`src/rtl/barrel_thread_scheduler.sv`:
```
`default_nettype none
// ============================================================================
// Module  : barrel_thread_scheduler
// Brief   : Round-robin barrel slot generator with per-thread run state and
//           pipeline drain before idle.
// Revision: 1.0
// ============================================================================
module barrel_thread_scheduler #(
    parameter int NUM_THREADS  = 32,
    parameter int DRAIN_CYCLES = 18,
    parameter int TID_W        = $clog2(NUM_THREADS)
) (
    input  logic                   clk,
    input  logic                   reset,
    input  logic                   host_start,
    input  logic [NUM_THREADS-1:0] host_start_mask,
    input  logic                   host_stop,
    input  logic                   halt_valid,
    input  logic [TID_W-1:0]       halt_tid,
    output logic                   issue_valid,
    output logic [TID_W-1:0]       issue_tid,
    output logic                   issue_first,
    output logic [NUM_THREADS-1:0] thread_active,
    output logic                   busy,
    output logic                   all_halted
);

    localparam int DCNT_W = (DRAIN_CYCLES > 1) ? $clog2(DRAIN_CYCLES) : 1;
    localparam logic [DCNT_W-1:0] C_DRAIN_LOAD = DCNT_W'(DRAIN_CYCLES - 1);

    localparam logic [1:0] S_IDLE  = 2'd0;
    localparam logic [1:0] S_RUN   = 2'd1;
    localparam logic [1:0] S_DRAIN = 2'd2;

    logic [1:0]             r_state;
    logic [TID_W-1:0]       r_counter;
    logic [DCNT_W-1:0]      r_drain_cnt;
    logic [NUM_THREADS-1:0] r_active;
    logic [NUM_THREADS-1:0] r_first_pend;
    logic                   r_issue_valid;
    logic [TID_W-1:0]       r_issue_tid;
    logic                   r_issue_first;

    logic                   w_start_acc;
    logic                   w_stop_now;
    logic [NUM_THREADS-1:0] w_halt_vec;
    logic [NUM_THREADS-1:0] w_active_eff;
    logic                   w_issue_valid_nxt;
    logic                   w_issue_first_nxt;
    logic [1:0]             w_state_nxt;
    logic [DCNT_W-1:0]      w_drain_nxt;
    logic [NUM_THREADS-1:0] w_active_nxt;
    logic [NUM_THREADS-1:0] w_pend_nxt;

    // Same-cycle halt is folded in before slot selection so a halting thread never issues again.
    always_comb begin
        w_start_acc = (r_state == S_IDLE) && host_start && (|host_start_mask);
        w_stop_now  = (r_state == S_RUN) && host_stop;
        w_halt_vec  = '0;
        if (halt_valid && (r_state != S_IDLE)) begin
            w_halt_vec[halt_tid] = 1'b1;
        end
        w_active_eff      = r_active & ~w_halt_vec;
        w_issue_valid_nxt = (r_state == S_RUN) && !w_stop_now && w_active_eff[r_counter];
        w_issue_first_nxt = w_issue_valid_nxt && r_first_pend[r_counter];
    end

    always_comb begin
        w_state_nxt  = r_state;
        w_drain_nxt  = r_drain_cnt;
        w_active_nxt = w_active_eff;
        w_pend_nxt   = r_first_pend;
        case (r_state)
            S_IDLE: begin
                w_active_nxt = r_active;
                if (w_start_acc) begin
                    w_state_nxt  = S_RUN;
                    w_active_nxt = host_start_mask;
                    w_pend_nxt   = host_start_mask;
                end
            end
            S_RUN: begin
                if (w_stop_now || (w_active_eff == '0)) begin
                    w_state_nxt = S_DRAIN;
                    w_drain_nxt = C_DRAIN_LOAD;
                end
            end
            S_DRAIN: begin
                if (r_drain_cnt == '0) begin
                    w_state_nxt  = S_IDLE;
                    w_active_nxt = '0;
                    w_pend_nxt   = '0;
                end else begin
                    w_drain_nxt = r_drain_cnt - DCNT_W'(1);
                end
            end
            default: begin
                w_state_nxt  = S_IDLE;
                w_active_nxt = '0;
                w_pend_nxt   = '0;
            end
        endcase
        if (w_issue_valid_nxt) begin
            w_pend_nxt[r_counter] = 1'b0;
        end
    end

    always_ff @(posedge clk or posedge reset) begin
        if (reset) begin
            r_state       <= S_IDLE;
            r_counter     <= '0;
            r_drain_cnt   <= '0;
            r_active      <= '0;
            r_first_pend  <= '0;
            r_issue_valid <= 1'b0;
            r_issue_tid   <= '0;
            r_issue_first <= 1'b0;
        end else begin
            r_state       <= w_state_nxt;
            r_counter     <= w_start_acc ? '0 : r_counter + TID_W'(1);
            r_drain_cnt   <= w_drain_nxt;
            r_active      <= w_active_nxt;
            r_first_pend  <= w_pend_nxt;
            r_issue_valid <= w_issue_valid_nxt;
            r_issue_tid   <= r_counter;
            r_issue_first <= w_issue_first_nxt;
        end
    end

    assign issue_valid   = r_issue_valid;
    assign issue_tid     = r_issue_tid;
    assign issue_first   = r_issue_first;
    assign thread_active = r_active;
    assign busy          = (r_state != S_IDLE);
    assign all_halted    = (r_state == S_IDLE);

endmodule
`default_nettype wire

```
`config.mk`:
```
export PLATFORM = sky130hd
export DESIGN_NAME = barrel_thread_scheduler
export DESIGN_NICKNAME = d
export VERILOG_FILES = /design/src/rtl/barrel_thread_scheduler.sv
export SDC_FILE = /design/constraint.sdc
export NUM_CORES = 1
export LEC_CHECK = 0
export CAP_MARGIN = 10
export CORE_ASPECT_RATIO = 1.25
export CORE_MARGIN = 4
export CORE_UTILIZATION = 25
export DETAILED_ROUTE_END_ITERATION = 8
export PLACE_DENSITY_LB_ADDON = 0.25
export SETUP_SLACK_MARGIN = 0.3
export SYNTH_ARGS = -nofsm -noshare
export SYNTH_HDL_FRONTEND = slang
export SYNTH_SLANG_ARGS = --single-unit
```
`constraint.sdc`:
```
create_clock -name clk -period 4.2 [get_ports clk]
set_input_delay 0.63 -clock clk [delete_from_list [all_inputs] [get_ports clk]]
set_output_delay 0.63 -clock clk [all_outputs]
set_load 0.02 [all_outputs]
```
==> impl_metrics.json <==
{
  "status": "finished, final reports clean",
  "cts_made_buffers": 9,
  "synth-seq-cells": 83,
  "ir_drop_mv": 0.264,
  "drc": 0,
  "ant_nets": 0,
  "syn_avg_cell_area_um2": 9.76,
  "clock_sinks": 83,
  "cp.arrival_ps": 3550,
  "clock_latency_ps": 360,
  "skew_ps": 8.37,
  "final.setup.tns_ps": 0,
  "ctsResizeCount": 0,
  "yosysWarnings": 0,
  "stdcell_count": 837,
  "cp-end-kind": "flop",
  "synth_fp_nets": 559,
  "root_buffer": "clkbuf_16",
  "p_int_mw": 2.56,
  "clkSlewWorstSetupHoldPaths_ps": 70,
  "syn_inst": 511,
  "period_share_pct": 79.8,
  "tightest_slew_ps": 1050,
  "ys_seq_area_share_pct": 41.6,
  "netSwitchingFraction_pct": 46.7,
  "dp_slack_ps": 611,
  "grt_usage_pct": 18.1,
  "hold_buffers": 0,
  "rsz0062_at_grt": "no",
  "hold_violations": 0,
  "area_growth_pct": 26.2,
  "dieArea_um2": 22300,
  "clock.fmax_mhz": 298,
  "drt-vias-per-instance": 5.85,
  "grt_pass1_vias": 4909,
  "placed_cells": 822,
  "antenna_found_initial": 0,
  "synth-edff-count": 0,
  "coreArea_um2": 19500,
  "wl_per_cell_um": 24.3,
  "h-tree-depth": 3,
  "power.leakage_nw": 2.34,
  "ys_types": 63,
  "drive_gt1_share_pct": 8.22,
  "nets": 616,
  "p_clk_share_pct": 15.4,
  "diodes": 0,
  "routed_wl_mm": 20.4,
  "power_mw": 4.81,
  "path_class": "flop to flop",
  "path_max_fanout": 48,
  "rows": 57,
  "vias": 4896,
  "synth_top_area_share_pct": 41.6,
  "synth-main-ff-cell": "dfrtp_1",
  "cts_setup_buffers": 0,
  "cp-start-kind": "flop",
  "numPortBuffers": 82,
  "setup_viol": 0,
  "die_h_um": 166,
  "hpwl_mm": 15.1,
  "die_x_um": 134,
  "firstDrtPassIters": 6,
  "p_per_area_nw_per_um2": 764,
  "relSlewSlack_pct": 30.2,
  "pwr-share-comb_pct": 54.4,
  "fin_ws_ps": 848,
  "grt_first_pass_wirelength_mm": 30.9,
  "netlist_area_um2": 4990,
  "yosysTopAreaCell": "dfrtp_1",
  "max_cap_violations": 0,
  "ys_top_cells_by_area": "dfrtp_1 (42%), o21ai_0 (5.5%), a22oi_1 (5.3%)",
  "p_switching_mw": 2.25,
  "grt_max_degree": 49,
  "start_util_pct": 25.5,
  "grt.overflow.total": 0,
  "min_period_ps": 3350,
  "cts_tree": "built",
  "pin_count": 83,
  "drt_iter0_markers": 550,
  "hp-class": "input port to asynchronous set/reset pin",
  "seqPwrFrac_pct": 30.2,
  "drv_slew": 0,
  "async_reset_ff_share_pct": 100,
  "place.gp.congestion": 0.926,
  "crit_required_ps": 4400,
  "cts_buffer_depth": 2
}
==> layout by cell type, fill, tap and decap left out, types with 12 or more instances in the layout <==
| master | Yosys | routed |
|---|---|---|
| clkdlybuf4s50_1 | 0 | 82 |
| nor4_1 | 12 | 12 |
| o31ai_1 | 17 | 17 |
| a22oi_1 | 35 | 35 |
| o21ai_0 | 55 | 55 |
| dfrtp_1 | 83 | 83 |
| a41oi_1 | 16 | 16 |
| a21oi_1 | 14 | 14 |
| buf_4 | 0 | 14 |
| a22o_1 | 22 | 22 |
| nor2_1 | 37 | 36 |
==> per-layer routing <==
metal	global-route usage, %	up-vias	wire, um
met4	6.29	0	507
met5	0	-	0
li1	-	2130	-
met2	30.3	248	10200
met3	3.70	42	1350
met1	23.2	2476	8260
==> stage by stage <==
stage                     util (%)  instance area (um^2)  hold slack [ps]
final                         32.2                  6300              551
after global routing          32.2                  6300              586
after CTS                     32.2                  6300              553
after detailed placement      30.8                  6030              534
after global placement        30.8                  6030              534
after floorplan                  -                  4990              352
==> synthesized netlist by cell type, drive strengths merged, types with 3 or more instances <==
library cell,count
o21a,11
inv,12
o41a,6
a41oi,16
nor2,37
o31ai,18
nand4,10
o31a,4
a311oi,3
and3,3
o22ai,3
a22oi,35
o311a,3
nor3b,3
nand3,7
nor2b,5
a31oi,8
o21ai,55
a22o,22
clkbuf,36
nand4bb,3
mux4,10
nor4b,4
or2,4
nand4b,4
nor4,12
o41ai,3
buf,14
dfrtp,83
nand2,11
nor3,5
a21oi,14
o32ai,3
nand2b,8
ha,6
==> worst paths after layout <==
| path | depth (start not counted) | start | slack, ps | end |
|---|---|---|---|---|
| worst min register to register | 2 | r_drain_cnt[1] | 550 | r_drain_cnt[1] |
| max in group asynchronous | 3 | reset | 2900 | thread_active[10] |
| min in group clk | 2 | r_drain_cnt[1] | 550 | r_drain_cnt[1] |
| worst min-delay path | 2 | reset | 550 | r_first_pend[30] |
| worst max-delay path | 7 | r_state[1] | 850 | r_first_pend[2] |
| worst max register to register | 7 | r_state[1] | 850 | r_first_pend[2] |
==> flip-flops by register name, summed over array words and instances (netlist names) <==
signal,cells
r_counter,5
issue_first,1
r_drain_cnt,5
r_first_pend,32
thread_active,32
issue_tid,5
issue_valid,1
r_state,2
==> logic make-up (layout without fill, tap and decap cells) <==
family                   Yosys count  count (layout)  synth area share (%)
AND/OR/NAND/NOR                  128             128                  14.5
adder cells (fa/ha/maj)            6               6                  1.50
flip-flops                        83              83                  41.6
multiplexers                      11              11                  4.71
XOR/XNOR                           3               3                 0.527
buffers and inverters             62             123                  5.54
AO/OA/AOI/OAI                    218             218                  31.6
==> critical path, cell delays in order, from the launching register on <==
cell     delay (ps)
dfrtp_1         440
or2_1           420
inv_4           420
o31ai_1         210
a32o_1          290
o41ai_1         420
and4_1          750
a41oi_1         230
==> final cells by class <==
class,count,area (um^2)
sequential,83,2080
clock buffer,9,225
multi-input combinational,366,2640
clock inverter,6,43.8
fill,2065,13200
inverter,12,48.8
timing repair buffer,96,926
tap,265,332
==> power by group through the flow <==
stage | clock [mW] | sequential (mW) | combinational, mW
after floorplan | 0 | 1.47 | 1.63
after global placement | 0 | 1.45 | 2.58
after detailed placement | 0 | 1.46 | 2.59
after CTS | 0.751 | 1.45 | 2.60
after global routing | 0.783 | 1.49 | 2.82
final | 0.739 | 1.45 | 2.62
(Power assumes the default switching activity.)
